<file path="config.mk">
export PLATFORM = sky130hd
export DESIGN_NAME = renkon_ctrl_sched_flat
export DESIGN_NICKNAME = d
export VERILOG_FILES = /design/src/rtl/renkon_ctrl_sched_pkg.sv /design/src/rtl/ctrl_bus.sv /design/src/rtl/renkon_sched_cnt.sv /design/src/rtl/renkon_ctrl_sched.sv /design/src/flat_wrapper.sv
export SDC_FILE = /design/constraint.sdc
export NUM_CORES = 1
export LEC_CHECK = 0
export BUFFER_PORTS_ARGS = -buffer_cell sky130_fd_sc_hd__buf_4
export CAP_MARGIN = 10
export CORE_MARGIN = 2
export CORE_UTILIZATION = 34
export CTS_CLUSTER_DIAMETER = 150
export CTS_CLUSTER_SIZE = 30
export DETAILED_ROUTE_END_ITERATION = 12
export PLACE_DENSITY = 0.57
export SLEW_MARGIN = 20
export SYNTH_ARGS = -nofsm -noshare
export SYNTH_HDL_FRONTEND = slang
export SYNTH_SLANG_ARGS = --single-unit
</file>
<file path="constraint.sdc">
create_clock -name clk -period 4.1 [get_ports clk]
set_clock_uncertainty 0.1 [all_clocks]
set_input_delay 0.205 -clock clk [delete_from_list [all_inputs] [get_ports clk]]
set_output_delay 0.205 -clock clk [all_outputs]
set_load 0.05 [all_outputs]
</file>
<file path="src/rtl/renkon_ctrl_sched_pkg.sv">
// Shared renkon definitions: default loop widths, watchdog slack, control bus
// delay width and the scheduler state encoding.
package renkon_ctrl_sched_pkg;

  localparam int LWIDTH      = 10;  // channel-count width
  localparam int FWIDTH      = 12;  // pixel-count width
  localparam int TO_MARGIN   = 64;  // watchdog slack in cycles
  localparam int CTRL_DWIDTH = 16;  // width of the ctrl_bus delay field

  typedef enum logic [2:0] {
    S_IDLE = 3'd0,
    S_PREP = 3'd1,
    S_RUN  = 3'd2,
    S_WAIT = 3'd3,
    S_DONE = 3'd4
  } sched_state_e;

endpackage

</file>
<file path="src/rtl/ctrl_bus.sv">
// Pipeline control bus: start/valid/stop framing, a latency hint (delay) from
// the producer side and a ready back-pressure signal from the consumer side.
interface ctrl_bus;

  logic                                         start;
  logic                                         valid;
  logic                                         stop;
  logic                                         ready;
  logic [renkon_ctrl_sched_pkg::CTRL_DWIDTH-1:0] delay;

  modport master (output start, output valid, output stop, output delay, input ready);
  modport slave  (input start, input valid, input stop, input delay, output ready);

endinterface

</file>
<file path="src/rtl/renkon_sched_cnt.sv">
// Nested pixel/input-channel loop counter. pix_idx is the inner loop and
// carries into in_idx; both wrap to zero after the last pixel of the last
// input channel. Counters hold whenever adv is low.
module renkon_sched_cnt #(
  parameter int LWIDTH = 10,
  parameter int FWIDTH = 12
) (
  input  logic              clk,
  input  logic              xrst,
  input  logic              clr,
  input  logic              adv,
  input  logic [LWIDTH-1:0] in_size,
  input  logic [FWIDTH-1:0] fea_size,
  output logic [LWIDTH-1:0] in_idx,
  output logic [FWIDTH-1:0] pix_idx,
  output logic              pix_last,
  output logic              in_last
);

  logic [LWIDTH-1:0] in_idx_q, in_idx_d;
  logic [FWIDTH-1:0] pix_idx_q, pix_idx_d;

  assign pix_last = (pix_idx_q == fea_size - FWIDTH'(1));
  assign in_last  = (in_idx_q == in_size - LWIDTH'(1));
  assign in_idx   = in_idx_q;
  assign pix_idx  = pix_idx_q;

  // next index: clear wins, otherwise step pixel with carry into channel
  always_comb begin
    in_idx_d  = in_idx_q;
    pix_idx_d = pix_idx_q;
    if (clr) begin
      in_idx_d  = '0;
      pix_idx_d = '0;
    end else if (adv) begin
      if (pix_last) begin
        pix_idx_d = '0;
        in_idx_d  = in_last ? '0 : in_idx_q + LWIDTH'(1);
      end else begin
        pix_idx_d = pix_idx_q + FWIDTH'(1);
      end
    end
  end

  // index registers
  always_ff @(posedge clk) begin
    if (xrst) begin
      in_idx_q  <= '0;
      pix_idx_q <= '0;
    end else begin
      in_idx_q  <= in_idx_d;
      pix_idx_q <= pix_idx_d;
    end
  end

endmodule

</file>
<file path="src/rtl/renkon_ctrl_sched.sv">
// Layer scheduler: on req, latches layer sizes, then walks out/in/pixel loops,
// issuing one pipeline beat per cycle the head is ready. After the last beat of
// each output channel it waits for the tail to report stop before moving on;
// ack pulses once when the layer is complete.
// Optional build macro RENKON_SCHED_TIMEOUT_EN: adds an S_WAIT watchdog that
// sets the sticky err flag and forces completion when the tail never stops.
module renkon_ctrl_sched #(
  parameter int LWIDTH    = renkon_ctrl_sched_pkg::LWIDTH,
  parameter int FWIDTH    = renkon_ctrl_sched_pkg::FWIDTH,
  parameter int TO_MARGIN = renkon_ctrl_sched_pkg::TO_MARGIN
) (
  input  logic              clk,
  input  logic              xrst,
  input  logic              req,
  output logic              ack,
  input  logic [LWIDTH-1:0] _in_size,
  input  logic [LWIDTH-1:0] _out_size,
  input  logic [FWIDTH-1:0] _fea_size,
  input  logic              _relu_en,
  output logic              relu_en,
  output logic [LWIDTH-1:0] in_idx,
  output logic [LWIDTH-1:0] out_idx,
  output logic [FWIDTH-1:0] pix_idx,
  output logic              first_input,
  output logic              last_input,
  ctrl_bus.master           pipe_ctrl,
  ctrl_bus.slave            tail_ctrl,
  output logic              err
);

  import renkon_ctrl_sched_pkg::sched_state_e;
  import renkon_ctrl_sched_pkg::S_IDLE;
  import renkon_ctrl_sched_pkg::S_PREP;
  import renkon_ctrl_sched_pkg::S_RUN;
  import renkon_ctrl_sched_pkg::S_WAIT;
  import renkon_ctrl_sched_pkg::S_DONE;

  sched_state_e      state_q, state_d;
  logic [LWIDTH-1:0] in_size_q, in_size_d;
  logic [LWIDTH-1:0] out_size_q, out_size_d;
  logic [LWIDTH-1:0] out_idx_q, out_idx_d;
  logic [FWIDTH-1:0] fea_size_q, fea_size_d;
  logic              relu_en_q, relu_en_d;

  logic cnt_clr, cnt_adv;
  logic pix_last, in_last;
  logic run_beat, first_beat, stop_beat;
  logic any_zero;
  logic to_hit;

  renkon_sched_cnt #(
    .LWIDTH (LWIDTH),
    .FWIDTH (FWIDTH)
  ) u_cnt (
    .clk      (clk),
    .xrst     (xrst),
    .clr      (cnt_clr),
    .adv      (cnt_adv),
    .in_size  (in_size_q),
    .fea_size (fea_size_q),
    .in_idx   (in_idx),
    .pix_idx  (pix_idx),
    .pix_last (pix_last),
    .in_last  (in_last)
  );

  // a beat issues in any running cycle where the pipeline head can take it
  assign run_beat   = (state_q == S_RUN) && pipe_ctrl.ready;
  assign first_beat = run_beat && (pix_idx == '0) && (in_idx == '0);
  assign stop_beat  = run_beat && pix_last && in_last;

  assign pipe_ctrl.valid = run_beat;
  assign pipe_ctrl.start = first_beat;
  assign pipe_ctrl.stop  = stop_beat;
  assign pipe_ctrl.delay = '0;
  assign tail_ctrl.ready = 1'b1;

  assign first_input = run_beat && (in_idx == '0);
  assign last_input  = run_beat && in_last;
  assign out_idx     = out_idx_q;
  assign relu_en     = relu_en_q;

  // a zero in any dimension means the layer has no work at all
  assign any_zero = (_in_size == '0) || (_out_size == '0) || (_fea_size == '0);

`ifdef RENKON_SCHED_TIMEOUT_EN
  logic [31:0] wait_cnt_q, wait_cnt_d;
  logic        err_q, err_d;

  // watchdog fires on the last allowed S_WAIT cycle unless the tail stops then
  assign to_hit = (state_q == S_WAIT) && !tail_ctrl.stop &&
                  ((wait_cnt_q + 32'd1) >= (32'(tail_ctrl.delay) + 32'(TO_MARGIN)));

  // count cycles spent in S_WAIT; err latches on the first expiry
  always_comb begin
    wait_cnt_d = (state_q == S_WAIT) ? wait_cnt_q + 32'd1 : 32'd0;
    err_d      = err_q | to_hit;
  end

  // watchdog registers
  always_ff @(posedge clk) begin
    if (xrst) begin
      wait_cnt_q <= '0;
      err_q      <= 1'b0;
    end else begin
      wait_cnt_q <= wait_cnt_d;
      err_q      <= err_d;
    end
  end

  assign err = err_q;

  logic unused_tail;
  assign unused_tail = ^{tail_ctrl.start, tail_ctrl.valid};
`else
  assign to_hit = 1'b0;
  assign err    = 1'b0;

  logic unused_tail;
  assign unused_tail = ^{tail_ctrl.start, tail_ctrl.valid, tail_ctrl.delay, 32'(TO_MARGIN)};
`endif

  // next-state, size latching and loop control
  always_comb begin
    state_d    = state_q;
    in_size_d  = in_size_q;
    out_size_d = out_size_q;
    fea_size_d = fea_size_q;
    out_idx_d  = out_idx_q;
    relu_en_d  = relu_en_q;
    cnt_clr    = 1'b0;
    cnt_adv    = 1'b0;
    ack        = 1'b0;
    case (state_q)
      S_IDLE: begin
        if (req) state_d = S_PREP;
      end
      S_PREP: begin
        in_size_d  = _in_size;
        out_size_d = _out_size;
        fea_size_d = _fea_size;
        relu_en_d  = _relu_en;
        out_idx_d  = '0;
        cnt_clr    = 1'b1;
        state_d    = any_zero ? S_DONE : S_RUN;
      end
      S_RUN: begin
        cnt_adv = run_beat;
        if (stop_beat) state_d = S_WAIT;
      end
      S_WAIT: begin
        if (tail_ctrl.stop) begin
          if (out_idx_q == out_size_q - LWIDTH'(1)) begin
            state_d = S_DONE;
          end else begin
            out_idx_d = out_idx_q + LWIDTH'(1);
            cnt_clr   = 1'b1;
            state_d   = S_RUN;
          end
        end else if (to_hit) begin
          state_d = S_DONE;
        end
      end
      S_DONE: begin
        ack     = 1'b1;
        state_d = S_IDLE;
      end
      default: state_d = S_IDLE;
    endcase
  end

  // state and latched layer parameters
  always_ff @(posedge clk) begin
    if (xrst) begin
      state_q    <= S_IDLE;
      in_size_q  <= '0;
      out_size_q <= '0;
      fea_size_q <= '0;
      out_idx_q  <= '0;
      relu_en_q  <= 1'b0;
    end else begin
      state_q    <= state_d;
      in_size_q  <= in_size_d;
      out_size_q <= out_size_d;
      fea_size_q <= fea_size_d;
      out_idx_q  <= out_idx_d;
      relu_en_q  <= relu_en_d;
    end
  end

endmodule

</file>
<file path="src/flat_wrapper.sv">
// flat-port wrapper written by rule: the top's interface ports become plain ports
module renkon_ctrl_sched_flat import renkon_ctrl_sched_pkg::sched_state_e; import renkon_ctrl_sched_pkg::S_IDLE; import renkon_ctrl_sched_pkg::S_PREP; import renkon_ctrl_sched_pkg::S_RUN; import renkon_ctrl_sched_pkg::S_WAIT; import renkon_ctrl_sched_pkg::S_DONE;
#(
  parameter int LWIDTH    = renkon_ctrl_sched_pkg::LWIDTH,
  parameter int FWIDTH    = renkon_ctrl_sched_pkg::FWIDTH,
  parameter int TO_MARGIN = renkon_ctrl_sched_pkg::TO_MARGIN
)
  (clk, xrst, req, ack, _in_size, _out_size, _fea_size, _relu_en, relu_en, in_idx, out_idx, pix_idx, first_input, last_input, err, pipe_ctrl_start, pipe_ctrl_valid, pipe_ctrl_stop, pipe_ctrl_delay, pipe_ctrl_ready, tail_ctrl_start, tail_ctrl_valid, tail_ctrl_stop, tail_ctrl_delay, tail_ctrl_ready);
  ctrl_bus pipe_ctrl_i ();
  ctrl_bus tail_ctrl_i ();
  input  logic clk;
  input  logic xrst;
  input  logic req;
  output logic ack;
  input  logic [LWIDTH-1:0] _in_size;
  input  logic [LWIDTH-1:0] _out_size;
  input  logic [FWIDTH-1:0] _fea_size;
  input  logic _relu_en;
  output logic relu_en;
  output logic [LWIDTH-1:0] in_idx;
  output logic [LWIDTH-1:0] out_idx;
  output logic [FWIDTH-1:0] pix_idx;
  output logic first_input;
  output logic last_input;
  output logic err;
  output wire logic [$bits(pipe_ctrl_i.start)-1:0] pipe_ctrl_start;
  output wire logic [$bits(pipe_ctrl_i.valid)-1:0] pipe_ctrl_valid;
  output wire logic [$bits(pipe_ctrl_i.stop)-1:0] pipe_ctrl_stop;
  output wire logic [$bits(pipe_ctrl_i.delay)-1:0] pipe_ctrl_delay;
  input wire logic [$bits(pipe_ctrl_i.ready)-1:0] pipe_ctrl_ready;
  input wire logic [$bits(tail_ctrl_i.start)-1:0] tail_ctrl_start;
  input wire logic [$bits(tail_ctrl_i.valid)-1:0] tail_ctrl_valid;
  input wire logic [$bits(tail_ctrl_i.stop)-1:0] tail_ctrl_stop;
  input wire logic [$bits(tail_ctrl_i.delay)-1:0] tail_ctrl_delay;
  output wire logic [$bits(tail_ctrl_i.ready)-1:0] tail_ctrl_ready;
  assign pipe_ctrl_start = pipe_ctrl_i.start;
  assign pipe_ctrl_valid = pipe_ctrl_i.valid;
  assign pipe_ctrl_stop = pipe_ctrl_i.stop;
  assign pipe_ctrl_delay = pipe_ctrl_i.delay;
  assign pipe_ctrl_i.ready = pipe_ctrl_ready;
  assign tail_ctrl_i.start = tail_ctrl_start;
  assign tail_ctrl_i.valid = tail_ctrl_valid;
  assign tail_ctrl_i.stop = tail_ctrl_stop;
  assign tail_ctrl_i.delay = tail_ctrl_delay;
  assign tail_ctrl_ready = tail_ctrl_i.ready;
  renkon_ctrl_sched #(.LWIDTH(LWIDTH), .FWIDTH(FWIDTH), .TO_MARGIN(TO_MARGIN)) u_core (.clk(clk), .xrst(xrst), .req(req), .ack(ack), ._in_size(_in_size), ._out_size(_out_size), ._fea_size(_fea_size), ._relu_en(_relu_en), .relu_en(relu_en), .in_idx(in_idx), .out_idx(out_idx), .pix_idx(pix_idx), .first_input(first_input), .last_input(last_input), .pipe_ctrl(pipe_ctrl_i), .tail_ctrl(tail_ctrl_i), .err(err));
endmodule
</file>
; Yosys cells after proc, flatten, opt, wreduce, memory -nomap -nowiden
; Index checks and enable logic that the tools add are counted.
[totals]
output_inout_bits = 57
reg_bits = 68
inputBits = 56
elab_cells = 61
[classes]
reduce_logical = 20
n_addsub = 6
eq_ne = 11
muxes = 16
[op_table]
columns = op, count
row1 = 10-bit logical NOT, 3
row2 = 10-bit 2-to-1 mux, 3
row3 = 12-bit logical NOT, 2
row4 = "10-bit by 1-bit adder with 10-bit output, second input constant", 2
row5 = 10-bit equality test, 2
row6 = 10-bit case mux with 2 select lines, 1
row7 = "10-bit by 1-bit subtractor with 10-bit output, second input constant", 2
row8 = 3-bit 2-to-1 mux, 5
row9 = "12-bit by 1-bit adder with 12-bit output, second input constant", 1
row10 = 12-bit equality test, 1
row11 = 12-bit 2-to-1 mux, 1
row12 = 3-bit case mux with 4 select lines, 1
row13 = "12-bit by 1-bit subtractor with 12-bit output, second input constant", 1
row14 = "2-bit != test, second input constant", 4
row15 = 1-bit logical AND, 7
row16 = "3-bit by 2-bit equality test with 1-bit output, second input constant", 2
row17 = 3-bit AND reduction, 2
row18 = 1-bit 2-to-1 mux, 4
row19 = "3-bit by 1-bit equality test with 1-bit output, second input constant", 1
row20 = "3-bit equality test, second input constant", 1
row21 = 3-bit logical NOT, 1
row22 = 1-bit logical OR, 2
row23 = 1-bit case mux with 2 select lines, 1
row24 = 2-bit AND reduction, 1
row25 = 2 further kinds, 2

; Logic depth before layout (Yosys ltp)
; Gate-level depths: netlist (run 1).
[logic_depth]
depth_word = 6
mapped_depth = 10
mapped_depth_nobuf = 9

; Cells and area by module
; A second synthesis (run 1) with hierarchy kept.
[hier_totals]
hier_cells = 558
area_unflattened_um2 = 4386.7
[by_module_without_submodules]
columns = module, seq_area_each_um2, instances, area_each_um2, cells_each
row1 = renkon_ctrl_sched, 920.9, 1, 2457.4, 309
row2 = renkon_sched_cnt, 440.4, 1, 1929.4, 249

; Worst setup path before layout (run 1)
; OpenSTA, ideal clock, no wires.
[synth_path]
kind = register to output
from = reg u_core.state_q[1]
to = out pipe_ctrl_start
path_stages_with_launch = 7
required_time_ns = 3.795
slack_ns = 0.115
path_buffers = 1
arrival_ns = 3.680
cell_sequence = dfxtp_1 clkbuf_1 nor4bb_1 inv_1 or4_1 nor4_1 and4_1
[synth_between]
elab_chain_len = 4
[synth_rtl]
columns = element, line
row1 = from (decl), renkon_ctrl_sched.sv:38  ; sched_state_e state_q, state_d;
row2 = from (signal assigned), renkon_ctrl_sched.sv:182  ; state_q <= state_d;
row3 = 3-bit by 2-bit equality test with 1-bit output, renkon_ctrl_sched.sv:68  ; assign run_beat = (state_q == S_RUN) && pipe_ctrl.ready;
row4 = 1-bit logical AND, renkon_ctrl_sched.sv:68
row5 = 1-bit logical AND (2 in a row), renkon_ctrl_sched.sv:69  ; assign first_beat = run_beat && (pix_idx == '0) && (in_idx == '0);
row6 = to (decl), flat_wrapper.sv:26  ; output wire logic [$bits(pipe_ctrl_i.start)-1:0] pipe_ctrl_start;
; Every way passes these cells.

; Worst setup path in the final report (run 1)
[layout_path]
from = reg u_core.fea_size_q[5]
to = out pipe_ctrl_stop
[layout_between]
elab_chain_len = 4
[layout_rtl]
columns = element, line
row1 = from (decl), renkon_ctrl_sched.sv:42  ; logic [FWIDTH-1:0] fea_size_q, fea_size_d;
row2 = from (signal assigned), renkon_ctrl_sched.sv:185  ; fea_size_q <= fea_size_d;
row3 = 12-bit by 1-bit subtractor with 12-bit output, renkon_sched_cnt.sv:23  ; assign pix_last = (pix_idx_q == fea_size - FWIDTH'(1));
row4 = 12-bit equality test, renkon_sched_cnt.sv:23
row5 = 1-bit logical AND (2 in a row), renkon_ctrl_sched.sv:70  ; assign stop_beat = run_beat && pix_last && in_last;
row6 = to (decl), flat_wrapper.sv:28  ; output wire logic [$bits(pipe_ctrl_i.stop)-1:0] pipe_ctrl_stop;
; Every way passes these cells.

==> results.yml, run 1 <==
outcome:
  status: "finished clean"
yosys:
  synth_flop_cell: "dfxtp_1"
  synth.cell_area_um2: 4190
  ys_types: 59
  synth-seq-area-share: 0.325
  async_flop_share: 0
  synth.largest_area_cell: "dfxtp_1"
  synthCells: 550
  netlist_top_cells_area: "dfxtp_1 32%, nand2_1 8.3%, xnor2_1 6.1%"
  ys_warn_count: 0
  syn_area_per_cell_um2: 7.62
  ys_ff_latch: 68
  synth_edf_count: 0
  yosysTopAreaCellShare: 0.325
sta:
  drv_slew: 0
  setup-tns-final_ns: 0
  timing.final.crit_share: 0.897
  setup_violations: 0
  timing.hold.ws_ns: 0.0269
  hold_violations: 0
  rsz0062_at_grt: "false"
  timing.final.crit_period_ns: 3.68
  fmax_mhz: 272
  worst_pin_slew_ns: 0.670
  slew_headroom: 0.554
clock_network:
  clk_pin_slew_ns: 0.05
  cts-root-buf: "clkbuf_16"
  h-tree-depth: 3
  post_cts_resized: 0
  cts_setup_buffers: 0
  clock_latency_ns: 0.34
  numCtsBuffers: 9
  ctsHoldBuffers: 0
  cts_tree: "yes"
  cts_max_path_buffers: 2
  cts_sinks: 68
placed_design:
  io_buffers: 76
  gp_congestion: 0.858
  dp_cells: 749
  dp_hpwl_mm: 8.57
min_path:
  hold_path_depth: 3
  min_path_type: "input port to flop"
finish:
  fin_cells: 765
  final_cell_mix: "93 x nand2_1, 80 x buf_4, 68 x dfxtp_1, 40 x a21oi_1, 36 x nor2_1"
  fin_nets: 677
  drive_gt1_frac: 0.183
  final_common_cell: "nand2_1"
  diodes: 0
  area_growth_pct: 22.1
setup_path:
  arrival_ns: 3.37
  cp-end-kind: "output pin"
  start_kind: "flop"
  worst-path-max-fanout: 7
  crit_type: "flop to output pin"
  reg2reg_depth: 7
  cp.required_ns: 3.80
die:
  core_region_area_um2: 12000
  die_w_um: 115
  rows: 40
  io_pins: 113
  initial_core_util: 0.349
  dieArea_um2: 13200
  die_h_um: 115
pwr:
  finalPower_mw: 1.86
  power_leakage_nw: 1.93
  p_clk_frac: 0.447
  peakVddDrop_uv: 205
  p_int_mw: 1.35
  cellPowerDensity_nw_per_um2: 364
  switching_power_uw: 510
  pwr-share-comb: 0.171
  sw_frac_of_total: 0.274
  seqPwrFrac: 0.382
routing:
  drt_iter0_markers: 169
  vias: 3997
  wl_per_cell_um: 14.9
  totalWireLength_mm: 11.4
  remaining_drc_errors: 0
  first_pass_iters: 5
  ant_nets: 0
  via_per_inst: 5.22
run:
  maxCapViolations: 0
global_routing:
  overflow: 0
  grt_max_degree: 43
  grt_pass1_vias: 3918
  grt_pass1_wl_mm: 18.9
  grt.total_usage: 0.179
  antenna_found_initial: 0
==> registers in the layout (all words and copies together), names as in the netlist <==
| name | count |
|---|---|
| u_core.relu_en | 1 |
| u_core.out_idx | 10 |
| u_core.fea_size_q | 12 |
| u_core.state_q | 3 |
| u_core.out_size_q | 10 |
| u_core.u_cnt.pix_idx | 12 |
| u_core.in_size_q | 10 |
| u_core.u_cnt.in_idx | 10 |
==> per-stage QoR <==
step	worst slack, ns	area, µm²	util
floorplan	0.115	4250	-
global placement	0.756	4800	0.399
detailed placement	0.739	4800	0.399
CTS	0.366	5120	0.426
global route	0.257	5120	0.426
finish	0.421	5120	0.426
==> cells in the mapped netlist, types with 2 or more instances <==
library cell / number
nand2_1: 93
dfxtp_1: 68
a21oi_1: 40
nor2_1: 37
xnor2_1: 29
inv_1: 23
nand3_1: 22
clkbuf_1: 20
buf_4: 18
nor4_1: 18
nand4_1: 17
xor2_1: 16
o21ai_0: 12
nor3_1: 11
a21boi_0: 9
nand2b_1: 9
ha_1: 8
nor3b_1: 7
or3_1: 7
a31o_2: 5
o211ai_1: 5
or4_1: 5
a31oi_1: 4
and3_1: 4
mux2i_1: 4
o31ai_1: 4
or4b_2: 4
and2_1: 3
buf_2: 3
nor4b_1: 3
nor4bb_1: 3
o21a_1: 3
or2_2: 3
a21o_1: 2
and4_1: 2
buf_6: 2
conb_1: 2
nand3b_1: 2
nor2b_1: 2
o21bai_1: 2
==> cell families (layout without fill, tap and decap cells) <==
kind of cell             count (synthesis)  after routing  share of synthesized area
AO/OA/AOI/OAI                          103            103                      0.160
flip-flops                              68             68                      0.325
multiplexers                             4              4                    0.00956
AND/OR/NAND/NOR                        253            253                      0.305
XOR/XNOR                                45             45                     0.0941
adder cells (fa/ha/maj)                  8              8                     0.0239
buffers and inverters                   67            119                     0.0806
other                                    2             18                    0.00179
==> critical path, stage by stage, from the launching register on <==
cell	delay, ns
dfxtp_1	0.39
or4_4	0.57
or3_1	0.37
a2111oi_2	0.43
nand2_1	0.13
or4_1	0.60
nor2_1	0.29
buf_4	0.26
==> worst paths after layout <==
kind,start,endpoint,slack (ns)
worst max-delay path,u_core.fea_size_q[5],pipe_ctrl_stop,0.42
worst min-delay path,_in_size[7],u_core.in_size_q[7],0.03
worst min register to register,u_core.relu_en,u_core.relu_en,0.36
worst max register to register,u_core.out_size_q[2],u_core.out_idx[0],0.77
==> routing by layer <==
| metal | up-vias | GRT usage | wire length (µm) |
|---|---|---|---|
| met4 | 0 | 0.0498 | 171 |
| met5 | - | 0 | 0 |
| li1 | 2028 | - | - |
| met2 | 87 | 0.308 | 5560 |
| met3 | 15 | 0.0438 | 463 |
| met1 | 1867 | 0.223 | 5170 |
==> area by class of cell <==
class | instances | area [µm²]
tap | 147 | 184
clock inverter | 5 | 75.1
inverter | 23 | 86.3
multi-input combinational | 431 | 2570
timing repair buffer | 80 | 601
sequential | 68 | 1360
fill | 1262 | 6900
clock buffer | 11 | 243
==> power by group through the flow <==
stage               Sequential (mW)  Clock, mW  Combinational (mW)
floorplan                     0.719          0               0.250
global placement              0.725          0               0.309
detailed placement            0.726          0               0.317
CTS                           0.712      0.850               0.319
global route                  0.716      0.882               0.352
finish                        0.712      0.833               0.318
Power figures use the tool's default switching activity.
==> run 2, diff against run 1 <==
--- a/constraint.sdc
+++ b/constraint.sdc
@@ -4,2 +4,2 @@
 set_output_delay 0.205 -clock clk [all_outputs]
-set_load 0.05 [all_outputs]
+set_load 0.01 [all_outputs]
==> results.yml, run 2 (synthesis gave the netlist of run 1 again) <==
finish:
  fillers: 1229
  fin_nets: 677
  drive_gt1_frac: 0.184
  design_area_um2: 5150
  final_cell_mix: "93 x nand2_1, 80 x buf_4, 68 x dfxtp_1, 40 x a21oi_1, 36 x nor2_1"
  post-route-util: 0.429
  area_growth_pct: 22.9
  final_common_cell: "nand2_1"
  diodes: 0
sta:
  setup-tns-final_ns: 0
  final.setup.worst_slack_ns: 0.468
  slew_headroom: 0.488
  worst_pin_slew_ns: 0.761
  rsz0062_at_grt: "false"
  timing.final.crit_share: 0.886
  hold_violations: 0
  fmax_mhz: 275
  timing.final.crit_period_ns: 3.63
  setup_violations: 0
  drv_slew: 0
global_routing:
  grt_pass1_wl_mm: 18.9
  grt_max_degree: 43
  antenna_found_initial: 0
  overflow: 0
  grt.total_usage: 0.179
  grt_pass1_vias: 3923
setup_path:
  reg2reg_from: "u_core.fea_size_q[5]"
  rrSetupSlack_ns: 0.76
  cp.required_ns: 3.80
  crit_end: "pipe_ctrl_stop"
  r2r_end: "u_core.u_cnt.in_idx[6]"
  arrival_ns: 3.33
  crit_type: "flop to output pin"
  start_kind: "flop"
  worst-path-max-fanout: 7
  reg2reg_depth: 7
  crit_path_start: "u_core.fea_size_q[5]"
  cp-end-kind: "output pin"
clock_network:
  cts_max_path_buffers: 2
  cts_setup_buffers: 0
  ctsHoldBuffers: 0
  clk_pin_slew_ns: 0.06
  cts_sinks: 68
  h-tree-depth: 3
  post_cts_resized: 0
  cts-root-buf: "clkbuf_16"
  clock_latency_ns: 0.33
  numCtsBuffers: 9
  cts_tree: "yes"
routing:
  ant_nets: 0
  vias: 4043
  via_per_inst: 5.28
  totalWireLength_mm: 11.5
  first_pass_iters: 4
  drt_iter0_markers: 164
  wl_per_cell_um: 15.1
  remaining_drc_errors: 0
die:
  dieArea_um2: 13200
  rows: 40
  io_pins: 113
  initial_core_util: 0.349
  die_w_um: 115
  die_h_um: 115
  core_region_area_um2: 12000
pwr:
  cellPowerDensity_nw_per_um2: 369
  power_leakage_nw: 1.94
  peakVddDrop_uv: 249
min_path:
  hp-start: "_in_size[7]"
  min_path_type: "input port to flop"
placed_design:
  dp_hpwl_mm: 8.53
  gp_congestion: 0.868
  dpl-instance-area_um2: 4800
  io_buffers: 76
  dp_slack_ns: 0.803
run:
  maxCapViolations: 0
outcome:
  status: "finished clean"
run 2: changes by cell type in the layout (fill, tap and decap cells not counted):
| cell | before | now |
|---|---|---|
| clkinv_2 | 3 | 1 |
| bufinv_16 | 2 | 3 |
| clkbuf_1 | 1 | 0 |
| clkinv_4 | 0 | 1 |
| clkinvlp_4 | 0 | 1 |
run 2: metrics by stage:
step / hold WS (ns) / total power, mW / std cells
6_report: 0.0294 / 1.90 / 765
5_1_grt: 0.0262 / 1.98 / 765
4_1_cts: 0.0209 / 1.92 / 765
3_5_place_dp: 0.358 / 1.00 / 749
3_3_place_gp: 0.350 / 0.996 / 749
2_1_floorplan: 0.241 / 0.931 / 566
run 2: critical path: stages (launching register included):
cell and delay, ns:
dfxtp_1 0.39, or4_4 0.58, or3_1 0.38, a2111oi_2 0.44
nand2_1 0.13, or4_1 0.60, nor2_1 0.29, buf_4 0.18
run 2: metal layers:
layer,share of wire,up-vias,track usage
met3,0.042,14,0.0385
met4,0.020,0,0.0618
li1,-,2025,-
met5,0,-,0
met2,0.49,100,0.311
met1,0.45,1904,0.219
run 2: cell type report:
type / instances / area [µm²] / share of cell area
Clock buffer: 10 / 239 / 0.0464
Clock inverter: 6 / 111 / 0.0216
Inverter: 23 / 86.3 / 0.0168
Multi-Input combinational cell: 431 / 2570 / 0.498
Sequential cell: 68 / 1360 / 0.264
Tap cell: 147 / 184 / 0.0357
Timing Repair Buffer: 80 / 601 / 0.117
run 2: how the worst min path moves through the flow:
stage	cells after the start	endpoint	slack (ns)
after floorplan	2	u_core.fea_size_q[5]	0.24
after global placement	2	u_core.relu_en	0.35
after detailed placement	2	u_core.relu_en	0.36
after CTS	3	u_core.in_size_q[9]	0.02
after global routing	3	u_core.out_size_q[4]	0.03
final	3	u_core.in_size_q[7]	0.03
run 2: power by group:
group          switching [mW]  internal [mW]  total (mW)  leakage (nW)
combinational           0.158          0.124       0.282          1.22
clock                   0.298          0.610       0.908         0.169
sequential             0.0292          0.682       0.712         0.551
